==> src/rtl/jtframe_dump_win.sv <==
// jtframe_dump_win: frame-windowed dump enables, CH channels each with start frame, length and mode,
// counting vs falling edges once armed (optionally at end of ROM download).
module jtframe_dump_win #(
  parameter int CH = 4,
  parameter int FW = 32,
  parameter int LW = 16,
  parameter bit LOAD_ARM = 1'b1,
  parameter logic [FW-1:0] CH0_START = '0,
  parameter logic [1:0] CH0_MODE = 2'd0,
  localparam int CW = CH > 1 ? $clog2(CH) : 1
) (
  input  logic          clk,
  input  logic          rst_n,
  input  logic          vs,
  input  logic          led,
  input  logic          cfg_we,
  input  logic [CW-1:0] cfg_ch,
  input  logic [FW-1:0] cfg_start,
  input  logic [LW-1:0] cfg_len,
  input  logic [1:0]    cfg_mode,
  output logic [FW-1:0] frame_cnt,
  output logic          armed,
  output logic [CH-1:0] ch_en,
  output logic [CH-1:0] ch_done,
  output logic          dump_on,
  output logic          dump_trig
);
  typedef enum logic [1:0] {IDLE, WAIT, ACTIVE, DONE} st_t;
  localparam st_t ST0 = (CH0_MODE == 2'd1 || CH0_MODE == 2'd2) ? WAIT : IDLE;
  logic r_vs_l, r_led_l, r_armed, r_dump_l, r_trig;
  logic [FW-1:0] r_frame_cnt, w_fc_nxt;
  logic [FW-1:0] r_start [CH];
  logic [LW-1:0] r_len [CH];
  logic [LW-1:0] r_rem [CH];
  logic [LW-1:0] w_rem_nxt [CH];
  logic [1:0]    r_mode [CH];
  st_t           r_st [CH];
  st_t           w_st_nxt [CH];
  logic w_vs_fall, w_arm, w_disarm, w_tick, w_eval;
  assign w_vs_fall = r_vs_l & ~vs;
  assign w_arm     = LOAD_ARM & r_led_l & ~led & ~r_armed;
  assign w_disarm  = LOAD_ARM & ~r_led_l & led & r_armed;
  assign w_tick    = w_vs_fall & r_armed & ~w_disarm;
  assign w_eval    = w_arm | w_tick;
  // arm restarts the count at 0 so a start of 0 activates on the arm event itself
  assign w_fc_nxt  = w_arm ? '0 : (w_tick && !(&r_frame_cnt)) ? r_frame_cnt + FW'(1) : r_frame_cnt;
  always_comb begin
    for (int i = 0; i < CH; i++) begin
      w_st_nxt[i]  = r_st[i];
      w_rem_nxt[i] = r_rem[i];
      if (cfg_we && cfg_ch == CW'(i)) begin
        w_st_nxt[i] = (cfg_mode == 2'd1 || cfg_mode == 2'd2) ? WAIT : IDLE;
      end else if (w_disarm) begin
        w_st_nxt[i] = (r_st[i] == ACTIVE || r_st[i] == DONE) ? WAIT : r_st[i];
      end else if (r_st[i] == WAIT && w_eval && w_fc_nxt >= r_start[i]) begin
        w_st_nxt[i]  = (r_mode[i] == 2'd1 && r_len[i] == '0) ? DONE : ACTIVE;
        w_rem_nxt[i] = r_len[i];
      end else if (r_st[i] == ACTIVE && r_mode[i] == 2'd1 && w_tick) begin
        w_rem_nxt[i] = r_rem[i] - LW'(1);
        w_st_nxt[i]  = r_rem[i] <= LW'(1) ? DONE : ACTIVE;
      end
    end
  end
  always_ff @(posedge clk or negedge rst_n) begin
    if (!rst_n) begin
      r_vs_l      <= 1'b0;
      r_led_l     <= 1'b0;
      r_armed     <= !LOAD_ARM;
      r_frame_cnt <= '0;
      r_dump_l    <= 1'b0;
      r_trig      <= 1'b0;
      for (int i = 0; i < CH; i++) begin
        r_st[i]    <= i == 0 ? ST0 : IDLE;
        r_rem[i]   <= '0;
        r_start[i] <= i == 0 ? CH0_START : '0;
        r_len[i]   <= '0;
        r_mode[i]  <= i == 0 ? CH0_MODE : 2'd0;
      end
    end else begin
      r_vs_l      <= vs;
      r_led_l     <= led;
      r_armed     <= w_arm ? 1'b1 : w_disarm ? 1'b0 : r_armed;
      r_frame_cnt <= w_fc_nxt;
      r_dump_l    <= dump_on;
      r_trig      <= dump_on & ~r_dump_l;
      for (int i = 0; i < CH; i++) begin
        r_st[i]  <= w_st_nxt[i];
        r_rem[i] <= w_rem_nxt[i];
        if (cfg_we && cfg_ch == CW'(i)) begin
          r_start[i] <= cfg_start;
          r_len[i]   <= cfg_len;
          r_mode[i]  <= cfg_mode;
        end
      end
    end
  end
  always_comb begin
    for (int i = 0; i < CH; i++) begin
      ch_en[i]   = r_st[i] == ACTIVE;
      ch_done[i] = r_st[i] == DONE;
    end
  end
  assign dump_on   = |ch_en;
  assign dump_trig = r_trig;
  assign frame_cnt = r_frame_cnt;
  assign armed     = r_armed;
endmodule

==> config.mk <==
export PLATFORM = sky130hd
export DESIGN_NAME = jtframe_dump_win
export DESIGN_NICKNAME = d
export VERILOG_FILES = /design/src/rtl/jtframe_dump_win.sv
export SDC_FILE = /design/constraint.sdc
export NUM_CORES = 1
export LEC_CHECK = 0
export ABC_AREA = 0
export BUFFER_PORTS_ARGS = -buffer_cell sky130_fd_sc_hd__buf_2
export CAP_MARGIN = 20
export CELL_PAD_IN_SITES_DETAIL_PLACEMENT = 1
export CELL_PAD_IN_SITES_GLOBAL_PLACEMENT = 1
export CORE_MARGIN = 5
export CORE_UTILIZATION = 52
export DETAILED_ROUTE_END_ITERATION = 16
export PLACE_DENSITY_LB_ADDON = 0.1
export SLEW_MARGIN = 20
export SYNTH_ARGS = -nofsm -noshare
export SYNTH_HDL_FRONTEND = slang
export SYNTH_SLANG_ARGS = --single-unit
==> constraint.sdc <==
create_clock -name clk -period 15.2 [get_ports clk]
set_input_delay 3.04 -clock clk [delete_from_list [all_inputs] [get_ports clk]]
set_output_delay 3.04 -clock clk [all_outputs]
set_load 0.03 [all_outputs]
==> reports/metrics.cfg <==
[placement]
port_buffers=99
hpwl_um=37500
gp_congestion=0.865

[setup_path]
cp.buffers_inverters=2
cp_num_cells=17
crit_type=input port to register
start_kind=input port
cpMaxStageDelayCell=a2111oi_2
worstPathCellList=buf_2 -> and3b_1 -> nand2_1 -> a2111oi_2 -> nand4_1 -> or3_1 -> a21oi_1 -> ha_1 -> nand4_1 -> or3_1 -> or3_1 -> nor3_1 -> o21ai_1 -> a2111oi_4 -> buf_4 -> a22oi_1 -> o22a_1
endpoint=r_rem[20]
reg2reg_from=frame_cnt[3]
endpoint_kind=register
path_common_cell=or3_1
cp.required_ns=15.60
cp-startpoint=vs
worstPathArrival_ns=8.55
cp_slowest_stage_delay_ns=0.68
timing.rr.end=r_rem[20]
ff2ff_path_depth=17
path_max_fanout=33
regToRegSetupSlack_ns=8.89
critical-path-top-delay-family=simple AND/OR/NAND/NOR gates

[sta]
post-route-period-util_pct=53.6
worstMarginPinSlew_ns=1.00
final_hold_viol_count=0
max_freq_mhz=123
final.setup_skew_ns=0.0232
drv_slew=0
setup_tns_ns=0
max_slew_margin_pct=33.2
final.min_clock_period_ns=8.15
setup_violations=0
rsz0062_at_grt=false

[power]
leakagePower_nw=9.24
finalPower_mw=2.29
max-vdd-ir-drop_mv=0.0984
p_per_area_nw_per_um2=118

[drt]
first_iter_violations=834
viasPerCell=6.04
firstDrtPassIters=5
antenna_left=0
routed_wl_um=53300
vias=14300
remaining_drc_errors=0
wire_per_inst_um=22.4

[synthesis]
synth_edf_count=0
synth_top_area_share_pct=45.0
syn_inst=1821
avgSynthCellArea_um2=9.44
synthFlopType=dfrtp_1
ys_warn_count=0
ys_seq_area_share_pct=45.0
async_flop_share_pct=100
synth_cell_types=69
syn_area_um2=17200
ys_ff_latch=309
synth_top_area_cell=dfrtp_1
synth_nets=2011
yosys-top-cells-area=dfrtp_1 45%, ha_1 9.7%, mux2_2 6.6%

[cts]
cts_buffer_depth=3
cts_buffers=37
h-tree-depth=2
clk_latency_ns=0.54
cts_hold_buffers=0
clk_pin_slew_ns=0.06
post-cts-setup-buffer-count=0
cts-root-buf=clkbuf_16
cts_tree=built
cts.sinks=309
cts_resized=0

[layout]
mostFrequentLayoutCells=309 x dfrtp_1, 249 x nand2_1, 168 x inv_1
syn2layout_area_growth_pct=12.6
final_common_cell=dfrtp_1
drive_above_1_share_pct=15.4
fin_nets=2094

[global_route]
grt_pass1_vias=15400
grt_pass1_wl_um=84900
grt_overflow=0
antenna_found_initial=2
grt_max_degree=120
grt_usage_pct=29.3

[floorplanning]
core_area_um2=32600
die_h_um=192
num_rows=66
start_util_pct=52.7
pin_count=100
die-area_um2=36800
die_x_um=192

[hold_path]
hp-class=register to register

[run_status]
status=finished, final reports clean

[job]
maxCapViolations=0

[power breakdown]
part           total, mW  leakage, nW  internal, mW  switching (mW)
Clock              0.931        0.629         0.570           0.360
Sequential         0.996         3.91         0.927          0.0694
Combinational      0.364         4.70         0.142           0.222
[cell usage after synthesis, types with 4 or more instances]
cell and n:
a211oi_1 36, a21o_1 12, a21oi_1 82, a221oi_1 5, a22oi_1 4, a2bb2oi_1 34
a31oi_1 5, and2_1 11, and3_1 14, and4_1 9, buf_6 4, clkbuf_1 60
dfrtp_1 309, ha_1 133, inv_1 168, mux2_2 100, nand2_1 249, nand2b_1 6
nand3_1 47, nand3b_1 5, nand4_1 40, nor2_1 102, nor2b_1 10, nor3_1 38
nor3b_1 9, nor4_1 42, o211ai_1 8, o21a_1 8, o21ai_0 136, o22ai_1 17
o31a_1 4, or2_2 6, or3_1 22, or4_1 9, xnor2_1 5, xor2_1 19
[worst min path at each step]
stage | from | end | slack (ns) | depth (start not counted)
floorplan | r_dump_l | dump_trig | 0.38 | 1
global route | r_dump_l | dump_trig | 0.43 | 1
global placement | r_dump_l | dump_trig | 0.39 | 1
finish | r_dump_l | dump_trig | 0.41 | 1
CTS | r_dump_l | dump_trig | 0.41 | 1
detailed placement | r_dump_l | dump_trig | 0.41 | 1
[per-stage QoR]
stage / util (%) / worst slack (ns) / cells / hold WS, ns / instance area [um2]
after floorplan: - / 7.90 / 1821 / 0.378 / 17200
after global placement: 55.4 / 6.96 / 2307 / 0.386 / 18100
after detailed placement: 55.4 / 6.62 / 2307 / 0.405 / 18100
after CTS: 59.3 / 7.08 / 2374 / 0.412 / 19400
after global routing: 59.3 / 6.73 / 2375 / 0.433 / 19400
final: 59.3 / 7.05 / 2375 / 0.410 / 19400
[logic make-up after synthesis]
family / count (synthesis) / synth area share [%]
AO/OA/AOI/OAI: 379 / 14.0
XOR/XNOR: 24 / 1.22
adder cells (fa/ha/maj): 133 / 9.69
buffers and inverters: 239 / 5.45
flip-flops: 309 / 45.0
multiplexers: 102 / 6.67
AND/OR/NAND/NOR: 635 / 18.0
[per-layer routing]
metal | global-route usage (%) | share of wire (%) | vias up
met5 | 0 | 0 | -
met4 | 9.78 | 3.3 | 0
met3 | 3.93 | 4.6 | 107
met2 | 50.4 | 49 | 320
met1 | 38.2 | 43 | 7297
li1 | - | - | 6623
[flip-flops by register name (all words and copies together) (netlist names)]
register,cells
r_led_l,1
r_rem,64
r_vs_l,1
r_st,8
r_dump_l,1
r_mode,8
r_len,64
frame_cnt,32
r_start,128
armed,1
dump_trig,1
[area by class of cell]
class	count	area (um2)
Clock buffer	57	1140
Timing Repair Buffer	115	626
Inverter	168	631
Antenna cell	1	2.50
Multi-Input combinational cell	1273	8530
Fill cell	3744	13300
Tap cell	442	553
Clock inverter	10	139
Sequential cell	309	7730
No activity file was read; power rests on OpenSTA's default activity.
